File: src/rtl/amb_ifetch.sv
// Instruction prefetch stage: fetches words from a variable-latency memory over req/ack,
// buffers them in a small FIFO and hands {opcode, operand, pc} to the core via valid/ready.
module amb_ifetch #(
    parameter int                ADDR_W   = 8,
    parameter int                OPCODE_W = 4,
    parameter int                QDEPTH   = 4,
    parameter logic [ADDR_W-1:0] RESET_PC = '0
) (
    input  logic                         clk,
    input  logic                         rst,
    output logic                         mem_req,
    output logic [ADDR_W-1:0]            mem_addr,
    input  logic                         mem_ack,
    input  logic [OPCODE_W+ADDR_W-1:0]   mem_rdata,
    output logic                         inst_valid,
    input  logic                         inst_ready,
    output logic [OPCODE_W-1:0]          opcode,
    output logic [ADDR_W-1:0]            operand,
    output logic [ADDR_W-1:0]            inst_pc,
    input  logic                         redirect,
    input  logic [ADDR_W-1:0]            redirect_pc
);

    // Handshakes: a memory transfer completes on any edge where mem_req & mem_ack;
    // mem_addr holds while mem_req & !mem_ack. The core takes the head on inst_valid & inst_ready.
    localparam int INST_W = OPCODE_W + ADDR_W;
    localparam int PTR_W  = (QDEPTH > 1) ? $clog2(QDEPTH) : 1;
    localparam int CNT_W  = $clog2(QDEPTH + 1);
    localparam logic [CNT_W-1:0] FULL = CNT_W'(QDEPTH);

    typedef enum logic [1:0] {
        IDLE = 2'd0,
        REQ  = 2'd1,
        DROP = 2'd2
    } state_t;

    state_t            state;
    logic [ADDR_W-1:0] fetch_pc;

    logic [INST_W-1:0] word_q [QDEPTH];
    logic [ADDR_W-1:0] pc_q   [QDEPTH];
    logic [PTR_W-1:0]  rd_ptr;
    logic [PTR_W-1:0]  wr_ptr;
    logic [CNT_W-1:0]  count;

    logic push;
    logic pop;
    logic room_after;

    assign inst_valid = (count != '0);
    assign push       = (state == REQ) && mem_ack && !redirect;
    assign pop        = inst_valid && inst_ready && !redirect;
    // A slot still exists after this cycle's push, counting a same-cycle pop.
    assign room_after = pop || (count < (FULL - CNT_W'(1)));

    assign opcode  = inst_valid ? word_q[rd_ptr][INST_W-1 -: OPCODE_W] : '0;
    assign operand = inst_valid ? word_q[rd_ptr][ADDR_W-1:0]           : '0;
    assign inst_pc = inst_valid ? pc_q[rd_ptr]                         : '0;

    always_ff @(posedge clk or posedge rst) begin
        if (rst) begin
            state    <= IDLE;
            fetch_pc <= RESET_PC;
            mem_addr <= RESET_PC;
            mem_req  <= 1'b0;
        end else if (redirect) begin
            fetch_pc <= redirect_pc;
            case (state)
                IDLE: begin
                    state    <= REQ;
                    mem_req  <= 1'b1;
                    mem_addr <= redirect_pc;
                end
                REQ: begin
                    mem_req <= 1'b1;
                    if (mem_ack) begin
                        mem_addr <= redirect_pc;
                    end else begin
                        state <= DROP;
                    end
                end
                DROP: begin
                    // The stale request completes this cycle; restart straight at the new target.
                    if (mem_ack) begin
                        state    <= REQ;
                        mem_addr <= redirect_pc;
                    end
                end
                default: begin
                    state   <= IDLE;
                    mem_req <= 1'b0;
                end
            endcase
        end else begin
            case (state)
                IDLE: begin
                    if (count < FULL) begin
                        state    <= REQ;
                        mem_req  <= 1'b1;
                        mem_addr <= fetch_pc;
                    end
                end
                REQ: begin
                    if (mem_ack) begin
                        fetch_pc <= fetch_pc + ADDR_W'(1);
                        if (room_after) begin
                            mem_addr <= fetch_pc + ADDR_W'(1);
                        end else begin
                            state   <= IDLE;
                            mem_req <= 1'b0;
                        end
                    end
                end
                DROP: begin
                    if (mem_ack) begin
                        state    <= REQ;
                        mem_addr <= fetch_pc;
                    end
                end
                default: begin
                    state   <= IDLE;
                    mem_req <= 1'b0;
                end
            endcase
        end
    end

    always_ff @(posedge clk or posedge rst) begin
        if (rst) begin
            rd_ptr <= '0;
            wr_ptr <= '0;
            count  <= '0;
        end else if (redirect) begin
            rd_ptr <= '0;
            wr_ptr <= '0;
            count  <= '0;
        end else begin
            if (push) begin
                wr_ptr <= wr_ptr + PTR_W'(1);
            end
            if (pop) begin
                rd_ptr <= rd_ptr + PTR_W'(1);
            end
            case ({push, pop})
                2'b10:   count <= count + CNT_W'(1);
                2'b01:   count <= count - CNT_W'(1);
                default: count <= count;
            endcase
        end
    end

    // Storage needs no reset: head outputs are gated by inst_valid.
    always_ff @(posedge clk) begin
        if (push) begin
            word_q[wr_ptr] <= mem_rdata;
            pc_q[wr_ptr]   <= fetch_pc;
        end
    end

endmodule

File: config.mk
export PLATFORM = sky130hd
export DESIGN_NAME = amb_ifetch
export DESIGN_NICKNAME = d
export VERILOG_FILES = /design/src/rtl/amb_ifetch.sv
export SDC_FILE = /design/constraint.sdc
export NUM_CORES = 1
export LEC_CHECK = 0
export BUFFER_PORTS_ARGS = -buffer_cell sky130_fd_sc_hd__buf_2
export CORE_UTILIZATION = 45
export DETAILED_ROUTE_END_ITERATION = 10
export PLACE_DENSITY = 0.61
export REMOVE_ABC_BUFFERS = 1
export SYNTH_ARGS = -nofsm -noshare
export SYNTH_HDL_FRONTEND = slang
export SYNTH_SLANG_ARGS = --single-unit
File: constraint.sdc
create_clock -name clk -period 3.2 [get_ports clk]
set_input_delay 0.96 -clock clk [delete_from_list [all_inputs] [get_ports clk]]
set_output_delay 0.96 -clock clk [all_outputs]
set_load 0.1 [all_outputs]
Yosys cells after proc, flatten, opt, wreduce, memory -nomap -nowiden
Memories as Yosys holds them, arrays and structs flattened.
Cells that the tools add are included.
{"block": "op_classes", "bitwise": 1, "order_cmp": 2, "addsub": 5, "eq_ne": 12, "n_reduce_logical": 20, "mux": 36}
{"op": "8-bit 2-to-1 mux", "count": 11}
{"op": "8-bit one-hot mux with 3 select lines", "count": 1}
{"op": "3-bit != test (second input constant)", "count": 7}
{"op": "2-bit 2-to-1 mux", "count": 10}
{"op": "8-bit one-hot mux with 2 select lines", "count": 1}
{"op": "2-bit one-hot mux with 3 select lines", "count": 2}
{"op": "8-bit by 1-bit adder with 8-bit output (second input constant)", "count": 1}
{"op": "4-bit AND reduction", "count": 2}
{"op": "2-bit nonzero test", "count": 4}
{"op": "7-bit AND reduction", "count": 1}
{"op": "1-bit 2-to-1 mux", "count": 6}
{"op": "3-bit one-hot mux with 2 select lines", "count": 1}
{"op": "3-bit nonzero test", "count": 2}
{"op": "2-bit by 1-bit adder with 2-bit output (second input constant)", "count": 2}
{"op": "2-bit by 1-bit equality test with 1-bit output (second input constant)", "count": 2}
{"op": "2-bit equality test (second input constant)", "count": 2}
{"op": "1-bit logical AND", "count": 4}
{"op": "4-bit 2-to-1 mux", "count": 1}
{"op": "4-bit nonzero test", "count": 1}
{"op": "2-bit OR reduction", "count": 2}
{"op": "3-bit by 1-bit adder with 3-bit output (second input constant)", "count": 1}
{"op": "3-bit by 2-bit < comparator with 1-bit output (second input constant)", "count": 1}
{"op": "3-bit < comparator (second input constant)", "count": 1}
{"op": "3-bit 2-to-1 mux", "count": 1}
{"op": "other kinds (9)", "count": 9}
{"block": "totals", "memories": 2, "ramBits": 80, "in_bits": 25, "out_inout_bits": 30, "word_cells": 85, "register_bits": 26}
{"memory": "word_q", "depth": 4, "word_bits": 12, "rd": 1, "rd_clocked_by_memory_dff": 0, "write_ports": 1, "line_no": "40", "rtl": "logic [INST_W-1:0] word_q [QDEPTH];"}
{"memory": "pc_q", "depth": 4, "word_bits": 8, "rd": 1, "rd_clocked_by_memory_dff": 0, "write_ports": 1, "line_no": "41", "rtl": "logic [ADDR_W-1:0] pc_q [QDEPTH];"}

Logic depth before layout (Yosys ltp)
Gate-level depths: netlist (run 1).
{"block": "logic_depth", "ltp_word": 8, "ltp_mapped": 9, "mapped_depth_nobuf": 8}

Worst setup path before layout (run 1)
OpenSTA, ideal clock, no wires.
{"block": "synth_path", "kind": "register to output", "startpoint": "reg rd_ptr[1]", "endpoint": "out inst_pc[0]", "setup_slack_ns": -0.057, "path_stages_with_launch": 4, "n_path_buf": 1, "arrival_ns": 2.297, "required_ns": 2.240, "path_cell_list": "dfrtp_1 -> clkbuf_1 -> mux4_2 -> nor2b_1"}
{"block": "synth_between", "elab_chain_len": 2}
{"element": "start, declared", "line_no": "42", "rtl": "logic [PTR_W-1:0] rd_ptr;"}
{"element": "start signal, assigned", "line_no": "142", "rtl": "rd_ptr <= rd_ptr + PTR_W'(1);"}
{"element": "memory read 4 x 8 bit"}
{"element": "8-bit 2-to-1 mux", "line_no": "58", "rtl": "assign inst_pc = inst_valid ? pc_q[rd_ptr] : '0;"}
{"element": "end, declared", "line_no": "19", "rtl": "output logic [ADDR_W-1:0] inst_pc,"}
Every way passes these cells.

Worst setup path in the final report (run 1)
{"block": "layout_path", "startpoint": "reg rd_ptr[0]", "endpoint": "out inst_pc[3]"}
The elaborated chain is that of the path after synthesis.

==> results.py, run 1 <==
metrics = {
    "grt": {
        "antenna_found_initial": 0,
        "grt_pass1_wl_microns": 13800,
        "grt_pass1_vias": 2739,
        "grtUsageTotal_pct": 16.4,
        "grt.overflow.total": 0,
        "grt_max_degree": 27,
    },
    "route": {
        "vias": 2664,
        "drc_errors": 0,
        "routed_via_density": 5.24,
        "wl_microns": 8170,
        "dr.pass1.iters": 5,
        "ant_nets": 0,
        "avgRoutedWirePerCell_microns": 16.1,
        "dr.first_iter.drc_count": 75,
    },
    "cells_and_area": {
        "diodes": 0,
        "drive_above_1_share_pct": 33.6,
        "layout.area.seq_sq_um": 3050,
        "multiInputGateArea_sq_um": 1570,
        "fillers": 870,
        "finalNonFillerCells": 508,
        "final_nets": 402,
        "synthToLayoutAreaGrowth_pct": 14.5,
    },
    "clock_tree": {
        "cts_resized": 0,
        "post-cts-setup-buffer-count": 0,
        "root_buffer": "clkbuf_8",
        "cts_tree": "yes",
        "numCtsBuffers": 9,
        "clockBufferDepth": 2,
        "h-tree-depth": 3,
        "ctsHoldBuffers": 0,
        "cts.clk_slew.worst_paths_ns": 0.10,
        "clk_latency_ns": 0.37,
        "cts_sinks": 106,
    },
    "logic_synthesis": {
        "avgSynthCellArea_sq_um": 15.6,
        "netlist_area_sq_um": 4730,
        "yosysWarnings": 0,
        "synth-seq-area-share_pct": 64.6,
        "synth_cell_type_count": 40,
        "synth_top_area_share_pct": 50.8,
        "synth_area_leader_cell": "edfxtp_1",
        "synthCells": 303,
        "synthTopCellsByArea": "edfxtp_1 (51%), dfrtp_1 (14%), mux4_2 (9.5%), mux2_2 (3.6%), nor2b_1 (2.8%)",
        "synth_edf_count": 80,
        "ys_async_sr_fraction_pct": 24.5,
        "ys_ff_latch": 106,
        "synth_ff_type": "edfxtp_1",
    },
    "worst_setup_path": {
        "path_max_fanout": 14,
        "path_class": "reg -> out",
        "critPathRequiredTime_ns": 2.24,
        "end_kind": "output pin",
        "crit_arrival_ns": 1.98,
        "startpoint_type": "register",
    },
    "floorplan": {
        "fp-row-count": 37,
        "die_area_sq_um": 10900,
        "pin_count": 55,
        "die_w_microns": 104,
        "core_area_sq_um": 10200,
        "initial_core_util_pct": 46.2,
        "die_h_microns": 104,
    },
    "run": {
        "cap_viol_max_count": 0,
    },
    "sta": {
        "clock_skew_ns": 0.00992,
        "period_share_pct": 92.0,
        "maxSlewHeadroom_pct": 57.9,
        "drv_slew": 0,
        "fin_crit_ns": 2.94,
        "max_freq_ghz": 0.340,
        "setup_violations": 0,
        "hold-worst-slack_ns": 0.514,
        "finalSetupTns_ns": 0,
        "rsz0062_at_grt": "false",
        "hold_violations": 0,
        "tightest_slew_ns": 0.623,
    },
    "placed_design": {
        "place_congestion": 0.705,
        "dp.cells": 492,
        "numPortBuffers": 54,
        "place_hpwl_microns": 5540,
    },
    "status": {
        "status": "finished, final reports clean",
    },
    "worst_hold_path": {
        "min_path_type": "reg -> reg",
    },
}
## area by class of cell
cell class	instances	share of cell area, %
Clock buffer	10	2.36
Sequential cell	106	56.4
Inverter	9	0.647
Tap cell	136	3.14
Clock inverter	6	1.09
Timing Repair Buffer	68	7.40
Multi-Input combinational cell	173	29.0
## layout by cell type (no fill, tap or decap), drive strengths merged, types with 2 or more instances in the layout
master,synthesis,layout
nand4,4,4
o21ai,5,5
clkbuf,6,10
nor2b,21,21
mux2,15,15
nor3,7,7
xnor2,10,10
edfxtp,80,80
ha,9,9
nand3,4,4
o211ai,2,2
buf,9,68
and2,3,3
xor2,4,4
mux2i,4,4
nand2,14,14
a31oi,7,7
mux4,20,20
and3,5,5
o32ai,2,2
a21o,3,3
nor2,12,12
a21oi,9,9
clkinv,1,3
inv,8,11
dfrtp,26,26
or3,4,4
nand2b,2,2
## path summary, 6_finish.rpt
path	from	to	slack (ns)	cells past startpoint
worst max-delay path	rd_ptr[0]$_DFFE_PP0P_	inst_pc[3]	0.26	4
worst min register to register	mem_addr[4]$_DFFE_PP0P_	mem_addr[4]$_DFFE_PP0P_	0.51	1
worst max register to register	state[1]$_DFFE_PP0P_	pc_q[1][3]$_DFFE_PP_	0.70	6
max in group asynchronous	rst	fetch_pc[7]$_DFFE_PP0P_	2.30	3
worst min-delay path	mem_addr[4]$_DFFE_PP0P_	mem_addr[4]$_DFFE_PP0P_	0.51	1
min in group asynchronous	rst	state[1]$_DFFE_PP0P_	0.64	3
## sequential cells by signal, summed over array words and instances, names as in the netlist
register	flops
wr_ptr	2
pc_q	32
mem_req	1
mem_addr	8
fetch_pc	8
state	2
word_q	48
rd_ptr	2
count	3
## kinds of logic after synthesis
logic type	share of synthesized area, %
simple gates	8.84
xor+xnor	2.59
fa+ha+maj	2.81
flops	64.6
buf+inv	2.33
compound gates	4.87
mux	14.0
## routing by layer
metal	share of wire [%]	track usage, %
met3	3.7	4.01
met1	45	21.6
met4	0.56	3.98
met2	51	27.3
met5	0	0
## critical path: stages (launching register included)
cell	delay [ns]
dfrtp_1	0.35
buf_4	0.29
mux4_2	0.54
nor2b_1	0.14
buf_2	0.30
## through the flow
| stage | worst slack [ns] | utilization (%) | area [sq um] |
|---|---|---|---|
| floorplan | -0.508 | - | 4650 |
| global placement | 0.612 | 51.1 | 5230 |
| detailed placement | 0.600 | 51.1 | 5230 |
| CTS | 0.199 | 52.9 | 5410 |
| global route | 0.124 | 52.9 | 5410 |
| finish | 0.256 | 52.9 | 5410 |
## synthesized netlist by cell type (all sizes together), types with 2 or more instances
| cell | instances |
|---|---|
| nor2b | 21 |
| or3 | 4 |
| mux2i | 4 |
| mux2 | 15 |
| edfxtp | 80 |
| a31oi | 7 |
| a21o | 3 |
| nand4 | 4 |
| nor3 | 7 |
| ha | 9 |
| o21ai | 5 |
| a21oi | 9 |
| xor2 | 4 |
| clkbuf | 6 |
| nor2 | 12 |
| and3 | 5 |
| o211ai | 2 |
| mux4 | 20 |
| nand3 | 4 |
| buf | 9 |
| xnor2 | 10 |
| o32ai | 2 |
| nand2 | 14 |
| nand2b | 2 |
| dfrtp | 26 |
| and2 | 3 |
| inv | 8 |
Power of run 1 is left out: the tool's default activity adds up to more than one toggle a clock period on the data nets, which glitch-free logic cannot reach.
==> run 2, diff against run 1 <==
Settings changed: ABC_AREA set to 1.
==> results.py, run 2 <==
metrics = {
    "placed_design": {
        "numPortBuffers": 54,
        "place_congestion": 0.840,
        "place_hpwl_microns": 6470,
        "post-place-ws_ns": 0.505,
    },
    "worst_setup_path": {
        "startpoint_type": "register",
        "path_cells": "buf_4, nor2_1, nor2_1, o21ai_0, a21oi_1, clkbuf_4",
        "critPathRequiredTime_ns": 2.24,
        "slowest_delay_ns": 0.59,
        "end_kind": "output pin",
        "crit_arrival_ns": 2.09,
        "cp_slowest_cell": "dfrtp_1",
        "path_max_fanout": 14,
        "cp_common_cell": "nor2_1",
        "path_class": "reg -> out",
    },
    "route": {
        "wl_met3_microns": 388,
        "wl_microns": 9920,
        "vias": 3541,
        "met1Wirelength_microns": 4600,
        "dr.first_iter.drc_count": 192,
        "routed.top_layer": "met4",
        "routed_via_density": 5.14,
        "dr.pass1.iters": 5,
        "drc_errors": 0,
        "ant_nets": 0,
        "wl_met2_microns": 4790,
        "avgRoutedWirePerCell_microns": 14.4,
    },
    "logic_synthesis": {
        "ys_ff_latch": 106,
        "synthTopCellsByArea": "edfxtp_1 (49%), dfrtp_1 (13%), nand2_1 (7.3%), nor2_1 (7.1%), o21ai_0 (5.3%)",
        "ys_async_sr_fraction_pct": 24.5,
        "synth-seq-area-share_pct": 62.9,
        "avgSynthCellArea_sq_um": 10.0,
        "synth_xor_area_share_pct": 0.902,
        "synthCells": 485,
        "synthMuxAreaShare_pct": 0,
        "synth_edf_count": 80,
        "synth_area_leader_cell": "edfxtp_1",
        "synthTopCellsByCount": "nand2_1 (94), nor2_1 (92), edfxtp_1 (80)",
        "synth_compound_area_share_pct": 10.0,
        "yosysWarnings": 0,
        "netlist_area_sq_um": 4860,
        "synth_simple_gate_area_share_pct": 19.0,
        "synth_cell_type_count": 31,
        "synth_top_family_by_area": "simple AND/OR/NAND/NOR gates",
        "synth_fa_ha_area_share_pct": 2.73,
        "synth_top_area_share_pct": 49.5,
        "synth_ff_type": "edfxtp_1",
        "yosysMostFrequentCell": "nand2_1",
    },
    "worst_hold_path": {
        "min_path_type": "reg -> reg",
    },
    "cells_and_area": {
        "largest_reg_flops": 48,
        "diodes": 0,
        "drive_above_1_share_pct": 19.5,
        "reg_top3": "word_q x48, pc_q x32",
        "largest_register": "word_q",
        "layout.cells.most_common": "nand2_1",
        "final_core_util_pct": 53.4,
        "fillers": 956,
        "synthToLayoutAreaGrowth_pct": 14.6,
        "final_nets": 583,
        "layout.area.seq_sq_um": 3050,
        "final_cell_mix": "nand2_1 (94), nor2_1 (88), edfxtp_1 (80), o21ai_0 (51), buf_2 (51)",
        "multiInputGateArea_sq_um": 1600,
    },
    "clock_tree": {
        "clockBufferDepth": 2,
        "cts_sinks": 106,
        "numCtsBuffers": 9,
        "root_buffer": "clkbuf_8",
        "cts.clk_slew.worst_paths_ns": 0.10,
        "cts_tree": "yes",
        "h-tree-depth": 3,
        "clk_latency_ns": 0.37,
    },
    "floorplan": {
        "die_area_sq_um": 11200,
        "initial_core_util_pct": 46.6,
        "die_h_microns": 106,
        "core_area_sq_um": 10400,
        "fp-row-count": 37,
        "die_w_microns": 106,
        "pin_count": 55,
    },
    "run": {
        "cap_viol_max_count": 0,
    },
    "sta": {
        "setup_violations": 0,
        "finalWorstSetupSlack_ns": 0.152,
        "finalSetupTns_ns": 0,
        "tightest_slew_ns": 0.490,
        "drv_slew": 0,
        "clock_skew_ns": 0.0155,
        "maxSlewHeadroom_pct": 67.6,
        "rsz0062_at_grt": "false",
        "hold_violations": 0,
        "fin_crit_ns": 3.05,
        "period_share_pct": 95.3,
        "max_freq_ghz": 0.328,
    },
    "grt": {
        "antenna_found_initial": 0,
        "grt.overflow.total": 0,
        "grt_pass1_wl_microns": 16400,
        "grt_pass1_vias": 3362,
        "grt_max_degree": 27,
        "grtUsageTotal_pct": 19.1,
    },
    "status": {
        "status": "finished, final reports clean",
    },
}
## run 2: cell count changes after synthesis, moves of 7 or more
cell and change:
nor2_1 +80, inv_1 +20, xnor2_1 -8, nand3_1 +11, nor3_1 -7, a21oi_1 +20
o21ai_0 +46, mux2_2 -15, mux4_2 -20, nand2_1 +81, nor2b_1 -21
## run 2: path summary, 6_finish.rpt
check                      cells past startpoint                  start                      end  slack, ns
hold / removal                                 2    mem_req$_DFFE_PP0P_      mem_req$_DFFE_PP0P_       0.48
setup / recovery                               6  rd_ptr[0]$_DFFE_PP0P_               inst_pc[0]       0.15
max in group asynchronous                      3                    rst      mem_req$_DFFE_PP0P_       2.30
setup reg to reg                              12   state[1]$_DFFE_PP0P_     count[2]$_DFFE_PP0P_       1.06
min in group asynchronous                      3                    rst  mem_addr[1]$_DFFE_PP0P_       0.64
hold reg to reg                                2    mem_req$_DFFE_PP0P_      mem_req$_DFFE_PP0P_       0.48
## run 2: layer usage
| layer | global-route usage, % | up-vias |
|---|---|---|
| met1 | 24.9 | 1682 |
| met5 | 0 | - |
| met3 | 3.15 | 15 |
| met2 | 32.4 | 88 |
| li1 | - | 1756 |
| met4 | 6.25 | 0 |
## run 2: timing repair
item                       4_1_cts  5_1_grt
hold buffers                     0        0
setup buffers                    0        0
setup endpoints to repair        0        3
gates resized for setup          0        3
## run 2: cells by family (layout without fill, tap and decap cells)
| logic type | after synthesis | count (layout) |
|---|---|---|
| AOI/OAI and AO/OA | 92 | 92 |
| and+or+nand+nor | 219 | 219 |
| DFF | 106 | 106 |
| adders and majority gates | 10 | 10 |
| buffers and inverters | 53 | 121 |
| xor gates and xnor gates | 5 | 5 |
## run 2: critical path: cells and delay by family, from the launching register on
kind | cells | cell delay, ns
compound gates | 2 | 0.32
buf+inv | 2 | 0.66
simple gates | 2 | 0.15
flops | 1 | 0.59
## run 2: cell type report
type	count	area share [%]
Timing Repair Buffer	73	7.78
Sequential cell	106	54.9
Clock inverter	7	1.17
Tap cell	136	3.06
Multi-Input combinational cell	326	28.7
Inverter	32	2.16
Clock buffer	9	2.23
## run 2: through the flow
| step | cells | hold slack (ns) | cell area [sq um] |
|---|---|---|---|
| 2_1_floorplan | 464 | 0.496 | 4760 |
| 3_3_place_gp | 673 | 0.461 | 5370 |
| 3_5_place_dp | 673 | 0.460 | 5370 |
| 4_1_cts | 689 | 0.491 | 5560 |
| 5_1_grt | 689 | 0.517 | 5560 |
| 6_report | 689 | 0.479 | 5560 |
Power of run 2 is left out for the same reason.
==> run 3, diff against run 2 <==
Settings changed: CORE_ASPECT_RATIO set to 2.
Clock period 3.2 ns to 3.25 ns, I/O delays scaled along.
==> results.py, run 3 (synthesized netlist as in run 2, its figures left out) <==
metrics = {
    "cells_and_area": {
        "multiInputGateArea_sq_um": 1590,
        "largest_register": "word_q",
        "finalNonFillerCells": 686,
        "final_cell_mix": "nand2_1 (94), nor2_1 (90), edfxtp_1 (80), buf_2 (54), o21ai_0 (51)",
        "layout.area.seq_sq_um": 3050,
        "reg_top3": "word_q x48, pc_q x32",
        "largest_reg_flops": 48,
        "final_nets": 578,
        "layout.cells.most_common": "nand2_1",
        "fillers": 1017,
        "drive_above_1_share_pct": 18.2,
        "synthToLayoutAreaGrowth_pct": 15.2,
    },
    "route": {
        "ant_nets": 0,
        "avgRoutedWirePerCell_microns": 14.4,
        "wl_microns": 9900,
        "routed_via_density": 5.04,
        "dr.first_iter.drc_count": 214,
        "vias": 3457,
        "drc_errors": 0,
        "dr.pass1.iters": 4,
    },
    "floorplan": {
        "pin_count": 55,
        "die_w_microns": 75.5,
        "die_area_sq_um": 11200,
        "fp-row-count": 53,
        "core_area_sq_um": 10500,
        "initial_core_util_pct": 46.3,
        "die_h_microns": 149,
    },
    "sta": {
        "hold-worst-slack_ns": 0.479,
        "drv_slew": 0,
        "fin_crit_ns": 3.01,
        "rsz0062_at_grt": "false",
        "hold_violations": 0,
        "finalSetupTns_ns": 0,
        "clock_skew_ns": 0.00468,
        "maxSlewHeadroom_pct": 67.7,
        "tightest_slew_ns": 0.489,
        "max_freq_ghz": 0.333,
        "setup_violations": 0,
        "period_share_pct": 92.5,
    },
    "worst_setup_path": {
        "cp_common_cell": "nor2_1",
        "path_cells": "buf_4, nor2_1, nor2_1, o21ai_0, a21oi_1, buf_2",
        "crit_arrival_ns": 2.03,
        "end_kind": "output pin",
        "critPathRequiredTime_ns": 2.27,
        "cp_slowest_cell": "buf_2",
        "startpoint_type": "register",
        "path_class": "reg -> out",
        "slowest_delay_ns": 0.46,
        "critPathBufInv": 2,
        "path_max_fanout": 41,
        "crit_family": "buffers and inverters",
    },
    "placed_design": {
        "numPortBuffers": 54,
        "dp.cells": 669,
        "place_hpwl_microns": 6520,
        "place_congestion": 0.772,
    },
    "grt": {
        "antenna_found_initial": 1,
        "grt_pass1_wl_microns": 15800,
        "grt.overflow.total": 0,
        "grtUsageTotal_pct": 19.3,
        "grt_max_degree": 42,
        "grt_pass1_vias": 3330,
    },
    "clock_tree": {
        "clockBufferDepth": 2,
        "h-tree-depth": 3,
        "post-cts-setup-buffer-count": 0,
        "clk_latency_ns": 0.34,
        "numCtsBuffers": 9,
        "cts.clk_slew.worst_paths_ns": 0.07,
        "cts_tree": "yes",
        "ctsHoldBuffers": 0,
        "root_buffer": "clkbuf_16",
        "cts_resized": 0,
        "cts_sinks": 106,
    },
    "worst_hold_path": {
        "min_path_type": "reg -> reg",
    },
    "run": {
        "cap_viol_max_count": 0,
    },
    "status": {
        "status": "finished, final reports clean",
    },
}
-- run 3: cell types whose count changed in the layout (fill, tap and decap cells not counted), sizes merged --
cell,delta
buf,-2
clkbuf,-2
clkinv,+2
clkinvlp,-2
diode,+1
inv,-1
-- run 3: through the flow --
stage | worst slack [ns] | cell area [sq um] | utilization [%]
final | 0.244 | 5600 | 53.4
after global routing | 0.0698 | 5600 | 53.4
after CTS | 0.203 | 5590 | 53.4
after detailed placement | 0.573 | 5310 | 50.7
after global placement | 0.628 | 5310 | 50.7
after floorplan | -0.744 | 4760 | -
-- run 3: final cells by class --
class / count / area share [%]
diodes: 1 / 0.0447
clock buffers: 10 / 4.09
clock inverters: 6 / 0.917
inverters: 32 / 2.15
multi-input cells: 326 / 28.5
flip-flops and latches: 106 / 54.6
well taps: 137 / 3.06
repair buffers: 68 / 6.71
-- run 3: worst paths after layout --
check / start / endpoint / slack, ns / cells after the start
min in group asynchronous: rst / mem_req$_DFFE_PP0P_ / 0.68 / 3
min: mem_addr[6]$_DFFE_PP0P_ / mem_addr[6]$_DFFE_PP0P_ / 0.48 / 2
max in group asynchronous: rst / mem_addr[5]$_DFFE_PP0P_ / 2.31 / 3
max: rd_ptr[0]$_DFFE_PP0P_ / inst_pc[2] / 0.24 / 6
max reg2reg: state[1]$_DFFE_PP0P_ / count[2]$_DFFE_PP0P_ / 1.09 / 12
min reg2reg: mem_addr[6]$_DFFE_PP0P_ / mem_addr[6]$_DFFE_PP0P_ / 0.48 / 2
-- run 3: layer usage --
metal  wire, microns  global-route usage [%]
met2            5450                    35.1
met4             279                    9.72
met3             295                    2.57
met5               0                       0
met1            3880                    20.8
-- run 3: worst min-delay path, cell delays in order, from the launching register on --
cell	delay (ns)
dfrtp_1	0.34
nand2_1	0.05
nand2_1	0.06
Power of run 3 is left out for the same reason.
